File: src/rtl/td4_pkg.sv
// Shared types and constants for the TD4 program loader and run controller.
package td4_pkg;

    localparam int unsigned STATE_W     = 3;
    localparam int unsigned OPCODE_W    = 4;
    localparam int unsigned IMM_W       = 4;
    localparam int unsigned PROG_ADDR_W = 4;
    localparam int unsigned PROG_DEPTH  = 2 ** PROG_ADDR_W;
    localparam int unsigned STEP_CNT_W  = 4;

    typedef enum logic [STATE_W-1:0] {
        ST_IDLE = 3'd0,
        ST_LOAD = 3'd1,
        ST_HALT = 3'd2,
        ST_RUN  = 3'd3,
        ST_STEP = 3'd4
    } run_state_e;

    // One program byte as it arrives on the load stream.
    typedef struct packed {
        logic [IMM_W-1:0]    imm;
        logic [OPCODE_W-1:0] opcode;
    } load_byte_t;

endpackage

File: src/rtl/td4_run_ctrl_if.sv
// Load stream, command, memory-write and CPU-control bundle for td4_run_ctrl.
// Breakpoint signals exist only when TD4_RUN_CTRL_BREAKPOINT_EN is defined.
interface td4_run_ctrl_if #(
    parameter int unsigned ADDR_W = td4_pkg::PROG_ADDR_W
);
    import td4_pkg::*;

    logic                 load_start;
    logic                 load_valid;
    logic [7:0]           load_data;
    logic                 load_ready;
    logic                 cmd_run;
    logic                 cmd_step;
    logic                 cmd_halt;
    logic [ADDR_W-1:0]    pc;
    logic                 mem_we;
    logic [ADDR_W-1:0]    mem_addr;
    logic [OPCODE_W-1:0]  mem_opcode;
    logic [IMM_W-1:0]     mem_imm;
    logic                 cpu_en;
    logic                 cpu_rst_n;
    logic [STATE_W-1:0]   state;
`ifdef TD4_RUN_CTRL_BREAKPOINT_EN
    logic                 bp_set;
    logic [ADDR_W-1:0]    bp_addr;
    logic                 bp_hit;
`endif

    modport master (
        output load_start, load_valid, load_data, cmd_run, cmd_step, cmd_halt, pc,
        input  load_ready, mem_we, mem_addr, mem_opcode, mem_imm, cpu_en, cpu_rst_n, state
`ifdef TD4_RUN_CTRL_BREAKPOINT_EN
        , output bp_set, bp_addr
        , input  bp_hit
`endif
    );

    modport slave (
        input  load_start, load_valid, load_data, cmd_run, cmd_step, cmd_halt, pc,
        output load_ready, mem_we, mem_addr, mem_opcode, mem_imm, cpu_en, cpu_rst_n, state
`ifdef TD4_RUN_CTRL_BREAKPOINT_EN
        , input  bp_set, bp_addr
        , output bp_hit
`endif
    );

endinterface

File: src/rtl/td4_load_addr_gen.sv
// Program-load address counter and registered memory write port.
module td4_load_addr_gen
    import td4_pkg::*;
#(
    parameter int unsigned ADDR_W = PROG_ADDR_W
) (
    input  logic                clk,
    input  logic                rst_n,
    input  logic                clear,
    input  logic                accept,
    input  load_byte_t          data,
    output logic                last_accept_c,
    output logic                last_write_c,
    output logic                mem_we,
    output logic [ADDR_W-1:0]   mem_addr,
    output logic [OPCODE_W-1:0] mem_opcode,
    output logic [IMM_W-1:0]    mem_imm
);

    localparam logic [ADDR_W-1:0] LAST_ADDR = '1;

    logic [ADDR_W-1:0] cnt_q;

    // Each accepted byte becomes a one-cycle write on the following cycle.
    always_ff @(posedge clk or negedge rst_n) begin
        if (!rst_n) begin
            cnt_q      <= '0;
            mem_we     <= 1'b0;
            mem_addr   <= '0;
            mem_opcode <= '0;
            mem_imm    <= '0;
        end else begin
            mem_we <= accept;
            if (clear) begin
                cnt_q <= '0;
            end else if (accept) begin
                cnt_q      <= cnt_q + ADDR_W'(1);
                mem_addr   <= cnt_q;
                mem_opcode <= data.opcode;
                mem_imm    <= data.imm;
            end
        end
    end

    assign last_accept_c = accept && (cnt_q == LAST_ADDR);
    assign last_write_c  = mem_we && (mem_addr == LAST_ADDR);

endmodule

File: src/rtl/td4_run_ctrl.sv
// TD4 sequencer: loads program memory, then holds, runs or single-steps the CPU.
// Optional breakpoint support is enabled by defining TD4_RUN_CTRL_BREAKPOINT_EN.
module td4_run_ctrl
    import td4_pkg::*;
#(
    parameter int unsigned ADDR_W      = PROG_ADDR_W,
    parameter int unsigned STEP_CYCLES = 1
) (
    input  logic          clk,
    input  logic          rst_n,
    td4_run_ctrl_if.slave bus
);

    localparam logic [STEP_CNT_W-1:0] STEP_INIT = STEP_CNT_W'(STEP_CYCLES);

    run_state_e             state_q, state_d;
    logic [STEP_CNT_W-1:0]  step_q, step_d;
    logic                   load_ready_q, load_ready_d;
    logic                   cpu_en_q, cpu_en_d;
    logic                   cpu_rst_n_q, cpu_rst_n_d;
    logic                   clear_c, accept_c, last_accept_c, last_write_c;
    logic                   mem_we;
    logic [ADDR_W-1:0]      mem_addr;
    logic [OPCODE_W-1:0]    mem_opcode;
    logic [IMM_W-1:0]       mem_imm;

`ifdef TD4_RUN_CTRL_BREAKPOINT_EN
    logic                   bp_armed_q, bp_armed_d;
    logic [ADDR_W-1:0]      bp_addr_q, bp_addr_d;
    logic                   bp_hit_q, bp_hit_d;
`else
    logic                   pc_unused_c;
    assign pc_unused_c = ^bus.pc;
`endif

    assign accept_c = (state_q == ST_LOAD) && load_ready_q && bus.load_valid;

    td4_load_addr_gen #(.ADDR_W(ADDR_W)) u_addr_gen (
        .clk           (clk),
        .rst_n         (rst_n),
        .clear         (clear_c),
        .accept        (accept_c),
        .data          (load_byte_t'(bus.load_data)),
        .last_accept_c (last_accept_c),
        .last_write_c  (last_write_c),
        .mem_we        (mem_we),
        .mem_addr      (mem_addr),
        .mem_opcode    (mem_opcode),
        .mem_imm       (mem_imm)
    );

    always_ff @(posedge clk or negedge rst_n) begin
        if (!rst_n) begin
            state_q      <= ST_IDLE;
            step_q       <= '0;
            load_ready_q <= 1'b0;
            cpu_en_q     <= 1'b0;
            cpu_rst_n_q  <= 1'b0;
        end else begin
            state_q      <= state_d;
            step_q       <= step_d;
            load_ready_q <= load_ready_d;
            cpu_en_q     <= cpu_en_d;
            cpu_rst_n_q  <= cpu_rst_n_d;
        end
    end

`ifdef TD4_RUN_CTRL_BREAKPOINT_EN
    always_ff @(posedge clk or negedge rst_n) begin
        if (!rst_n) begin
            bp_armed_q <= 1'b0;
            bp_addr_q  <= '0;
            bp_hit_q   <= 1'b0;
        end else begin
            bp_armed_q <= bp_armed_d;
            bp_addr_q  <= bp_addr_d;
            bp_hit_q   <= bp_hit_d;
        end
    end
`endif

    // Next state; command priority is load_start > cmd_halt > cmd_step > cmd_run.
    always_comb begin
        state_d = state_q;
        step_d  = step_q;
        clear_c = 1'b0;
`ifdef TD4_RUN_CTRL_BREAKPOINT_EN
        bp_armed_d = bp_armed_q;
        bp_addr_d  = bp_addr_q;
        bp_hit_d   = 1'b0;
`endif
        unique case (state_q)
            ST_IDLE, ST_HALT: begin
                if (bus.load_start) begin
                    state_d = ST_LOAD;
                    clear_c = 1'b1;
                end else if (bus.cmd_halt) begin
                    state_d = state_q;
                end else if (bus.cmd_step) begin
                    state_d = ST_STEP;
                    step_d  = STEP_INIT;
                end else if (bus.cmd_run) begin
                    state_d = ST_RUN;
                end
            end
            ST_LOAD: begin
                if (last_write_c) state_d = ST_HALT;
            end
            ST_RUN: begin
                if (bus.load_start) begin
                    state_d = ST_LOAD;
                    clear_c = 1'b1;
                end else if (bus.cmd_halt) begin
                    state_d = ST_HALT;
`ifdef TD4_RUN_CTRL_BREAKPOINT_EN
                end else if (bp_armed_q && (bus.pc == bp_addr_q)) begin
                    state_d    = ST_HALT;
                    bp_hit_d   = 1'b1;
                    bp_armed_d = 1'b0;
`endif
                end
            end
            ST_STEP: begin
                if (bus.load_start) begin
                    state_d = ST_LOAD;
                    clear_c = 1'b1;
                    step_d  = '0;
                end else if (bus.cmd_halt || (step_q <= STEP_CNT_W'(1))) begin
                    state_d = ST_HALT;
                    step_d  = '0;
                end else begin
                    step_d = step_q - STEP_CNT_W'(1);
                end
            end
            default: state_d = ST_IDLE;
        endcase

`ifdef TD4_RUN_CTRL_BREAKPOINT_EN
        if (bus.bp_set) begin
            bp_armed_d = 1'b1;
            bp_addr_d  = bus.bp_addr;
        end
`endif

        // The CPU stays in reset for the first HALT cycle after a load.
        load_ready_d = (state_d == ST_LOAD) && !last_accept_c;
        cpu_en_d     = (state_d == ST_RUN) || ((state_d == ST_STEP) && (step_d != '0));
        cpu_rst_n_d  = ((state_d == ST_HALT) || (state_d == ST_RUN) || (state_d == ST_STEP))
                       && (state_q != ST_LOAD);
    end

    assign bus.load_ready = load_ready_q;
    assign bus.cpu_en     = cpu_en_q;
    assign bus.cpu_rst_n  = cpu_rst_n_q;
    assign bus.state      = state_q;
    assign bus.mem_we     = mem_we;
    assign bus.mem_addr   = mem_addr;
    assign bus.mem_opcode = mem_opcode;
    assign bus.mem_imm    = mem_imm;
`ifdef TD4_RUN_CTRL_BREAKPOINT_EN
    assign bus.bp_hit     = bp_hit_q;
`endif

endmodule

File: src/flat_wrapper.sv
// flat-port wrapper written by rule: the top's interface ports become plain ports
module td4_run_ctrl_flat import td4_pkg::*;
#(
    parameter int unsigned ADDR_W      = PROG_ADDR_W,
    parameter int unsigned STEP_CYCLES = 1
)
  (clk, rst_n, bus_load_start, bus_load_valid, bus_load_data, bus_cmd_run, bus_cmd_step, bus_cmd_halt, bus_pc, bus_load_ready, bus_mem_we, bus_mem_addr, bus_mem_opcode, bus_mem_imm, bus_cpu_en, bus_cpu_rst_n, bus_state);
  td4_run_ctrl_if #(.ADDR_W(ADDR_W)) bus_i ();
  input  logic clk;
  input  logic rst_n;
  input wire logic [$bits(bus_i.load_start)-1:0] bus_load_start;
  input wire logic [$bits(bus_i.load_valid)-1:0] bus_load_valid;
  input wire logic [$bits(bus_i.load_data)-1:0] bus_load_data;
  input wire logic [$bits(bus_i.cmd_run)-1:0] bus_cmd_run;
  input wire logic [$bits(bus_i.cmd_step)-1:0] bus_cmd_step;
  input wire logic [$bits(bus_i.cmd_halt)-1:0] bus_cmd_halt;
  input wire logic [$bits(bus_i.pc)-1:0] bus_pc;
  output wire logic [$bits(bus_i.load_ready)-1:0] bus_load_ready;
  output wire logic [$bits(bus_i.mem_we)-1:0] bus_mem_we;
  output wire logic [$bits(bus_i.mem_addr)-1:0] bus_mem_addr;
  output wire logic [$bits(bus_i.mem_opcode)-1:0] bus_mem_opcode;
  output wire logic [$bits(bus_i.mem_imm)-1:0] bus_mem_imm;
  output wire logic [$bits(bus_i.cpu_en)-1:0] bus_cpu_en;
  output wire logic [$bits(bus_i.cpu_rst_n)-1:0] bus_cpu_rst_n;
  output wire logic [$bits(bus_i.state)-1:0] bus_state;
  assign bus_i.load_start = bus_load_start;
  assign bus_i.load_valid = bus_load_valid;
  assign bus_i.load_data = bus_load_data;
  assign bus_i.cmd_run = bus_cmd_run;
  assign bus_i.cmd_step = bus_cmd_step;
  assign bus_i.cmd_halt = bus_cmd_halt;
  assign bus_i.pc = bus_pc;
  assign bus_load_ready = bus_i.load_ready;
  assign bus_mem_we = bus_i.mem_we;
  assign bus_mem_addr = bus_i.mem_addr;
  assign bus_mem_opcode = bus_i.mem_opcode;
  assign bus_mem_imm = bus_i.mem_imm;
  assign bus_cpu_en = bus_i.cpu_en;
  assign bus_cpu_rst_n = bus_i.cpu_rst_n;
  assign bus_state = bus_i.state;
  td4_run_ctrl #(.ADDR_W(ADDR_W), .STEP_CYCLES(STEP_CYCLES)) u_core (.clk(clk), .rst_n(rst_n), .bus(bus_i));
endmodule
File: config.mk
export PLATFORM = sky130hd
export DESIGN_NAME = td4_run_ctrl_flat
export DESIGN_NICKNAME = d
export VERILOG_FILES = /design/src/rtl/td4_pkg.sv /design/src/rtl/td4_run_ctrl_if.sv /design/src/rtl/td4_load_addr_gen.sv /design/src/rtl/td4_run_ctrl.sv /design/src/flat_wrapper.sv
export SDC_FILE = /design/constraint.sdc
export NUM_CORES = 1
export LEC_CHECK = 0
export CAP_MARGIN = 0
export CORE_MARGIN = 3
export CORE_UTILIZATION = 25
export DETAILED_ROUTE_END_ITERATION = 12
export GPL_ROUTABILITY_DRIVEN = 0
export SETUP_SLACK_MARGIN = 0.5
export SLEW_MARGIN = 20
export SYNTH_ARGS = -nofsm -noshare
export SYNTH_HDL_FRONTEND = slang
export SYNTH_SLANG_ARGS = --single-unit
File: constraint.sdc
create_clock -name clk -period 2.4 [get_ports clk]
set_input_delay 0.36 -clock clk [delete_from_list [all_inputs] [get_ports clk]]
set_output_delay 0.36 -clock clk [all_outputs]
set_load 0.05 [all_outputs]
; Yosys cells after proc, flatten, opt, wreduce, memory -nomap -nowiden
; Cells that the tools add are included.
[word_totals]
regBits = 27
[op_classes]
bitwise_logic = 1
add_sub_neg = 2
n_mux = 20
n_reduce_logical = 18
n_eq_ne = 11
n_lt_le_gt_ge = 1
[op_table]
columns = cell, count
row1 = 4-bit two-way mux, 7
row2 = 3-bit two-way mux, 9
row3 = 3-bit by 2-bit equality test with 1-bit output (second input constant), 4
row4 = 3-bit one-hot mux with 4 select lines, 1
row5 = 4-bit equality test (second input constant), 2
row6 = 4-bit one-hot mux with 2 select lines, 1
row7 = 1-bit logical AND, 7
row8 = 3-bit by 1-bit equality test with 1-bit output (second input constant), 2
row9 = 3-bit equality test (second input constant), 2
row10 = 4-bit by 1-bit adder with 4-bit output (second input constant), 1
row11 = 4-bit by 1-bit less-or-equal comparator with 1-bit output (second input constant), 1
row12 = 1-bit logical OR, 4
row13 = 4-bit nonzero test, 1
row14 = 4-bit OR reduction, 1
row15 = 4-bit by 1-bit subtractor with 4-bit output (second input constant), 1
row16 = 3-bit zero test, 1
row17 = 3-bit by 1-bit inequality test with 1-bit output (second input constant), 1
row18 = 1-bit two-way mux, 2
row19 = 2-bit AND reduction, 1
row20 = 2-bit nonzero test, 1
row21 = 2-bit OR reduction, 1
row22 = 1-bit zero test, 1
row23 = 1-bit inverter, 1

; Logic depth before layout (Yosys ltp)
; Gate-level depths: netlist (run 1).
[depth]
ltp_word = 9
mapped_depth = 7

; By module
; Synthesis (run 1) repeated with hierarchy kept, for this count alone.
[unflattened]
hier_cells = 122
hier_area_um2 = 1408.9
[modules_own_cells]
columns = module, cells_per_inst, seq_area_each_um2, area_per_inst_um2, n_inst
row1 = td4_load_addr_gen, 48, 425.4, 754.5, 1
row2 = td4_run_ctrl, 74, 250.2, 654.4, 1

; Worst setup path after synthesis (run 1)
; No wires, ideal clock.
[synth_path]
kind = reg2reg
startpoint = reg u_core.state_q[1], in the netlist u_core.bus.state[1]
endpoint = reg u_core.u_addr_gen.mem_opcode[0]
slack_ns = 0.300
required_ns = 2.275
n_path_buf = 3
period_less_slack_ns = 2.100
arrival_time_ns = 1.975
stages_incl_launch_ff = 7
cell_sequence = dfrtp_1 -> clkbuf_1 -> nor3b_1 -> and3_1 -> buf_2 -> buf_4 -> mux2_2
[synth_between]
word_cells_on_any_way = 11
classes_between = eq/ne: 4 / mux: 1 / bitwise: 1 / reduce/logical: 5
[synth_lines]
columns = item, line_no
row1 = start: declaration, td4_run_ctrl.sv:16  ; run_state_e state_q, state_d;
row2 = start signal: assignment, td4_run_ctrl.sv:60  ; state_q <= state_d;
row3 = 3-bit by 1-bit equality test with 1-bit output, td4_run_ctrl.sv:36  ; assign accept_c = (state_q == ST_LOAD) && load_ready_q && bus.load_valid;
row4 = 1-bit logical AND (2 in a row), td4_run_ctrl.sv:36
row5 = named net u_core.accept_c, td4_run_ctrl.sv:21  ; logic clear_c, accept_c, last_accept_c, last_write_c;
row6 = 2-bit AND reduction (no source line), -
row7 = end signal: assignment, td4_load_addr_gen.sv:39  ; mem_opcode <= data.opcode;
row8 = end: declaration, td4_load_addr_gen.sv:16  ; output logic [OPCODE_W-1:0] mem_opcode,
; The timed path passes the listed nets, and every way through them passes these cells.
; A chain may end at the register's enable or synchronous reset.

; Final worst setup path (run 1)
[layout_path]
startpoint = reg u_core.state_q[2], in the netlist u_core.bus.state[2]
endpoint = reg u_core.cpu_en_q, in the netlist u_core.bus.cpu_en
[layout_between]
word_cells_on_any_way = 22
classes_between = eq/ne: 6 / mux: 11 / reduce/logical: 5
[layout_lines]
columns = item, line_no
row1 = 3-bit by 2-bit equality test with 1-bit output / 3-bit zero test (equally long branches), td4_run_ctrl.sv:92  ; unique case (state_q)
row2 = 2-bit OR reduction, td4_run_ctrl.sv:92
row3 = 4-bit one-hot mux with 2 select lines (*), td4_run_ctrl.sv:92
row4 = named net u_core.step_d[1], td4_run_ctrl.sv:17  ; logic [STEP_CNT_W-1:0] step_q, step_d;
row5 = 4-bit nonzero test (*), td4_run_ctrl.sv:147  ; cpu_en_d = (state_d == ST_RUN) || ((state_d == ST_STEP) && (step_d != '0));
row6 = 1-bit logical AND (*), td4_run_ctrl.sv:147
row7 = 1-bit logical OR (*), td4_run_ctrl.sv:147
row8 = named net u_core.cpu_en_d, td4_run_ctrl.sv:19  ; logic cpu_en_q, cpu_en_d;
row9 = end signal: assignment, td4_run_ctrl.sv:63  ; cpu_en_q <= cpu_en_d;
row10 = end: declaration, td4_run_ctrl.sv:19
; The timed path passes the listed nets; every way through them passes the cells marked *.

==> impl_metrics.py, run 1 <==
metrics = {
    "yosys": {
        "netlist_area_mm2": 0.00127,
        "synthCells": 108,
        "synth_top_cell_by_area": "dfrtp_1",
        "yosys.area.top_type_share_pct": 53.2,
        "syn_avg_cell_area_um2": 11.8,
        "synth_edf_count": 0,
        "synth-main-ff-cell": "dfrtp_1",
        "synth.top_cells.by_count": "dfrtp_1 (27), mux2_2 (14), nor2_1 (8)",
        "async_reset_ff_share_pct": 100,
        "syn-num-nets": 130,
        "yosysMostFrequentCell": "dfrtp_1",
        "yosys.cell_types.count": 34,
        "ys_seq_elements": 27,
        "synth_area_leaders": "dfrtp_1 (53%), mux2_2 (12%), ha_1 (3.0%)",
        "synth_warnings": 0,
        "yosysSeqAreaShare_pct": 53.2,
    },
    "finish": {
        "drive_gt1_share_pct": 23.8,
        "register_area_um2": 681,
        "stdcell_count": 214,
        "antenna_cells": 0,
        "multi_input_area_um2": 576,
        "nFillCells": 498,
        "fin_util_pct": 36.9,
        "area_delta_synth_final_pct": 40.1,
        "nNetsFinal": 170,
    },
    "critical_path": {
        "r2r-start": "u_core.bus.state[2]$_DFF_PN0_",
        "rr_endpoint": "u_core.bus.cpu_en$_DFF_PN0_",
        "path_max_fanout": 4,
        "startpoint": "u_core.bus.state[2]$_DFF_PN0_",
        "critPathLaunchType": "register",
        "required_ns": 2.57,
        "r2r_slack_ns": 0.52,
        "worstSetupEndpointType": "register",
        "r2r_cells": 5,
        "worstSetupPathType": "register to register",
        "arrival_ns": 2.05,
    },
    "cts": {
        "clockRootBuffer": "clkbuf_8",
        "clkTransAtPathRegs_ns": 0.09,
        "clk_latency_ns": 0.27,
        "cts_made_buffers": 3,
        "h-tree-depth": 1,
        "cts_tree": "built",
        "cts_buffer_depth": 2,
        "hold_buffers": 0,
        "clkSinkCount": 27,
    },
    "power": {
        "clkPwrFrac_pct": 12.5,
        "p_int_mw": 1.17,
        "power.density_mw_per_mm2": 1190,
        "p_leak_nw": 0.759,
        "ir_worst_vdd_uv": 797,
        "p_sw_uw": 944,
        "p_seq_share_pct": 34.9,
        "swShare_pct": 44.7,
        "pwr-share-comb_pct": 52.6,
    },
    "timing": {
        "drv_slew": 0,
        "rsz0062_at_grt": "yes",
        "fmax_ghz": 0.533,
        "min_period_ns": 1.88,
        "skew_ns": 0.00175,
        "relSlewSlack_pct": 65.0,
        "setup-violations-final": 0,
        "final-hold-violation-count": 0,
        "min_period_over_period_pct": 78.2,
        "fin_setup_tns_ns": 0,
        "worst_pin_slew_ns": 0.524,
    },
    "floorplan": {
        "core_area_mm2": 0.00482,
        "rows": 25,
        "io_pins": 38,
        "die_h_um": 77.3,
        "start_util_pct": 26.4,
        "chipWidth_um": 77.3,
        "dieArea_mm2": 0.00597,
    },
    "grt": {
        "grtUsageTotal_pct": 9.96,
        "antenna_found_initial": 0,
        "grt_pass1_vias": 1055,
        "globalRoute.totalOverflow": 0,
        "grt_pass1_wl_um": 4900,
        "grt_max_degree": 28,
    },
    "placement": {
        "port-buffer-count": 33,
        "hpwl_um": 2040,
        "placedCellCount": 208,
    },
    "routing": {
        "wl_um": 2760,
        "drtIter0Drc": 40,
        "vias": 988,
        "antenna_left": 0,
        "dr.pass1.iters": 4,
        "vias_per_cell": 4.62,
        "wl_per_cell_um": 12.9,
        "drc": 0,
    },
    "worst_hold_path": {
        "worstHoldPathCells": 3,
        "hold_class": "input pin to register",
        "worstHoldEndpoint": "u_core.bus.state[2]$_DFF_PN0_",
        "holdCritStartpoint": "bus_cmd_halt",
    },
    "status": {
        "outcome": "finished, final reports clean",
    },
    "job": {
        "maxCapViolCount": 0,
    },
}
cell usage in the layout (no fill, tap or decap), drive strengths merged, types with 3 or more instances in the layout:
master,Yosys,final
clkdlybuf4s50,0,27
dfrtp,27,27
mux2,14,14
nor2,8,8
buf,2,6
inv,4,4
a22o,4,4
dlygate4sd2,0,4
nor3b,4,4
a21oi,4,4
o21ai,3,3
nor3,3,3
ha,3,3
clkbuf,2,3
per-stage QoR:
stage	hold slack [ns]	cell area [um^2]	power [mW]	setup WS [ns]
floorplan	0.0644	1280	1.49	0.487
global placement	0.492	1700	1.84	0.139
detailed placement	0.495	1700	1.86	0.157
CTS	0.453	1750	2.13	0.449
global route	0.465	1780	2.24	0.478
finish	0.443	1780	2.11	0.524
sequential cells by signal, summed over array words and instances (netlist names):
name and flops:
u_core.u_addr_gen.mem_opcode 4, u_core.bus.cpu_rst_n 1, u_core.bus.cpu_en 1, u_core.bus.state 3, u_core.u_addr_gen.mem_addr 4, u_core.u_addr_gen.cnt_q 4, u_core.bus.load_ready 1, u_core.u_addr_gen.mem_imm 4
u_core.u_addr_gen.mem_we 1, u_core.step_q 4
power by group through the flow:
| stage | Clock, mW | Sequential (mW) | Combinational (mW) |
|---|---|---|---|
| floorplan | 0 | 1.12 | 0.372 |
| global placement | 0 | 0.738 | 1.10 |
| detailed placement | 0 | 0.744 | 1.12 |
| CTS | 0.277 | 0.739 | 1.11 |
| global route | 0.293 | 0.760 | 1.19 |
| finish | 0.264 | 0.737 | 1.11 |
worst max-delay path by stage:
stage,endpoint,slack [ns],cells after the start
6_report,u_core.bus.cpu_en$_DFF_PN0_,0.52,5
5_1_grt,u_core.bus.cpu_en$_DFF_PN0_,0.48,5
4_1_cts,u_core.bus.cpu_en$_DFF_PN0_,0.45,5
3_5_place_dp,u_core.bus.cpu_en$_DFF_PN0_,0.16,6
3_3_place_gp,u_core.bus.cpu_en$_DFF_PN0_,0.14,6
2_1_floorplan,u_core.bus.cpu_en$_DFF_PN0_,0.49,5
cell type report:
type	instances	area share, %
Clock buffer	3	2.32
Clock inverter	1	0.422
Inverter	4	0.844
Multi-Input combinational cell	73	32.3
Sequential cell	27	38.3
Tap cell	67	4.71
Timing Repair Buffer	39	21.1
cells by family after synthesis:
group / after synthesis / synth area share, %
multiplexers: 15 / 13.2
XOR/XNOR: 2 / 1.38
flip-flops: 27 / 53.2
buffers and inverters: 8 / 2.76
adder cells (fa/ha/maj): 3 / 2.96
AO/OA/AOI/OAI: 20 / 11.3
AND/OR/NAND/NOR: 33 / 15.2
critical path, stage by stage, from the launching register on:
cell and delay (ns):
dfrtp_2 0.43, or4b_4 0.54, a21o_1 0.20, a22o_1 0.23, nand4b_1 0.18, a22o_1 0.19
routing by layer:
layer	global-route usage, %	wire length, um	vias up
met1	12.5	1290	477
met4	3.74	21	0
met2	15.6	1240	35
met5	0	0	-
met3	3.52	215	6
li1	-	-	470
timing repair:
item                                    in CTS  in global routing
endpoints found under the setup margin       4                  4
buffers inserted                             0                  2
resized for setup                            4                  6
pin swaps                                    1                  2
gates cloned                                 0                  0
No activity file was read; power rests on OpenSTA's default activity.
==> run 2: changes to the inputs <==
==> constraint.sdc (replaced) <==
create_clock -name clk -period 1.7 [get_ports clk]
set_input_delay 0.255 -clock clk [delete_from_list [all_inputs] [get_ports clk]]
set_output_delay 0.255 -clock clk [all_outputs]
set_load 0.05 [all_outputs]
==> run 2 against run 1 <==
Against the previous run: the flow now finishes with violations (negative setup slack); cell count increased by 12%; worst hold slack got worse by 0.099 ns; register-to-register slack got worse by 0.65 ns; flip-flop and latch count unchanged; cell area increased by 18%; wire length increased by 31%; power increased by 67%; clock skew increased by 0.0042 ns; global-route usage increased by 2.8 points; via count increased by 15%.
==> impl_metrics.py, run 2 (same netlist as run 1, synthesis figures left out) <==
metrics = {
    "grt": {
        "antenna_found_initial": 0,
        "grt_max_degree": 28,
        "grt_pass1_wl_um": 6090,
        "grt_pass1_vias": 1272,
        "globalRoute.totalOverflow": 0,
        "grtUsageTotal_pct": 12.7,
    },
    "cts": {
        "clockRootBuffer": "clkbuf_8",
        "clkTransAtPathRegs_ns": 0.10,
        "cts_made_buffers": 3,
        "clkSinkCount": 27,
        "cts_tree": "built",
        "cts_buffer_depth": 2,
        "h-tree-depth": 1,
        "clk_latency_ns": 0.28,
    },
    "floorplan": {
        "core_area_mm2": 0.00482,
        "die_h_um": 77.3,
        "rows": 25,
        "io_pins": 38,
        "chipWidth_um": 77.3,
        "dieArea_mm2": 0.00597,
        "start_util_pct": 26.4,
    },
    "timing": {
        "min_period_ns": 1.83,
        "fmax_ghz": 0.547,
        "rsz0062_at_grt": "yes",
        "worst_pin_slew_ns": 0.353,
        "fin_ws_ns": -0.129,
        "drv_slew": 0,
        "min_period_over_period_pct": 108,
        "hold_ws_ns": 0.343,
        "skew_ns": 0.00591,
        "final-hold-violation-count": 0,
        "relSlewSlack_pct": 76.3,
        "setup-violations-final": 4,
    },
    "critical_path": {
        "arrival_ns": 2.01,
        "rr_endpoint": "u_core.bus.cpu_en$_DFF_PN0_",
        "worstSetupPathType": "register to register",
        "path_cells": "or4b_1, a21o_1, a22o_1, nand4b_1, a22o_1",
        "r2r-start": "u_core.bus.state[2]$_DFF_PN0_",
        "path_max_fanout": 3,
        "crit_slowest_cell": "or4b_1",
        "r2r_slack_ns": -0.13,
        "r2r_cells": 5,
        "crit_top_cell": "a22o_1",
        "required_ns": 1.88,
        "critPathMaxStageDelay_ns": 0.51,
        "worstSetupEndpointType": "register",
        "critPathLaunchType": "register",
    },
    "power": {
        "ir_worst_vdd_uv": 869,
        "swShare_pct": 43.2,
        "p_leak_nw": 0.932,
        "p_sw_mw": 1.52,
        "pwr-share-comb_pct": 59.8,
        "clkPwrFrac_pct": 11.3,
        "p_int_mw": 2.00,
        "power.density_mw_per_mm2": 1670,
        "p_seq_share_pct": 28.9,
    },
    "finish": {
        "drive_gt1_share_pct": 53.8,
        "area_delta_synth_final_pct": 65.9,
        "final_common_cell": "buf_4",
        "antenna_cells": 0,
        "fin_area_mm2": 0.00211,
        "nNetsFinal": 196,
        "mostFrequentLayoutCells": "buf_4 (41), dfrtp_1 (24), mux2_2 (14), clkdlybuf4s50_1 (13), nor2_1 (8)",
    },
    "status": {
        "violations": "negative setup slack",
        "outcome": "finished, violations left",
    },
    "routing": {
        "drtIter0Drc": 72,
        "vias_per_cell": 4.75,
        "drc": 0,
        "antenna_left": 0,
        "wl_um": 3630,
        "wl_per_cell_um": 15.1,
        "vias": 1139,
        "dr.pass1.iters": 4,
    },
    "placement": {
        "placed_area_mm2": 0.00180,
        "port-buffer-count": 33,
        "hpwl_um": 2380,
        "dp_slack_ns": -0.415,
    },
    "worst_hold_path": {
        "hold_class": "input pin to async pin",
    },
    "job": {
        "maxCapViolCount": 0,
    },
}
==> run 2: metrics by stage <==
step,total power [mW],setup TNS (ns),instances,util [%]
3_3_place_gp,2.73,-1.76,225,37.3
6_report,3.52,-0.182,240,43.7
4_1_cts,3.45,-0.290,238,42.3
5_1_grt,3.71,-1.14,240,43.7
3_5_place_dp,2.79,-2.09,225,37.3
2_1_floorplan,2.13,-1.21,108,-
==> run 2: worst max-delay path, delay by kind of cell, from the launching register on <==
family	cells	cell delay, ns
DFF	1	0.42
AOI/OAI and AO/OA	3	0.62
and+or+nand+nor	2	0.68
==> run 2: worst max-delay path by stage <==
| stage | start | end | cells after the start |
|---|---|---|---|
| 3_5_place_dp | bus_cmd_halt | u_core.bus.cpu_en$_DFF_PN0_ | 6 |
| 3_3_place_gp | bus_cmd_halt | u_core.bus.cpu_en$_DFF_PN0_ | 6 |
| 5_1_grt | u_core.bus.state[2]$_DFF_PN0_ | u_core.bus.cpu_en$_DFF_PN0_ | 5 |
| 4_1_cts | u_core.bus.state[2]$_DFF_PN0_ | u_core.bus.cpu_en$_DFF_PN0_ | 5 |
| 6_report | u_core.bus.state[2]$_DFF_PN0_ | u_core.bus.cpu_en$_DFF_PN0_ | 5 |
| 2_1_floorplan | u_core.bus.state[2]$_DFF_PN0_ | u_core.bus.cpu_en$_DFF_PN0_ | 5 |
==> run 2: power by group through the flow <==
| stage | sequential (mW) | clock (mW) | combinational (mW) |
|---|---|---|---|
| final | 1.02 | 0.397 | 2.11 |
| after global routing | 1.05 | 0.436 | 2.22 |
| after CTS | 1.02 | 0.415 | 2.02 |
| after detailed placement | 1.02 | 0 | 1.77 |
| after global placement | 1.01 | 0 | 1.72 |
| after floorplan | 1.58 | 0 | 0.550 |
==> run 2: area by class of cell <==
| cell class | count | area (um^2) |
|---|---|---|
| timing repair buffer | 65 | 597 |
| tap | 67 | 83.8 |
| sequential | 27 | 679 |
| inverter | 4 | 15.0 |
| clock inverter | 1 | 8.76 |
| multi-input combinational | 73 | 682 |
| clock buffer | 3 | 41.3 |
| fill | 458 | 2710 |
==> run 2: per-layer routing <==
| metal | track usage, % | part of all wire, % | vias to the layer above |
|---|---|---|---|
| met3 | 4.81 | 7.6 | 8 |
| met5 | 0 | 0 | - |
| met4 | 2.67 | 0.85 | 0 |
| li1 | - | - | 526 |
| met1 | 15.2 | 41 | 549 |
| met2 | 21.7 | 50 | 56 |
==> run 2: timing repair <==
action / CTS / global route
gates cloned: 1 / 0
hold buffers: 0 / 0
setup endpoints to repair: 30 / 30
gates resized for setup: 25 / 11
buffers inserted: 8 / 2
pin swaps: 8 / 5
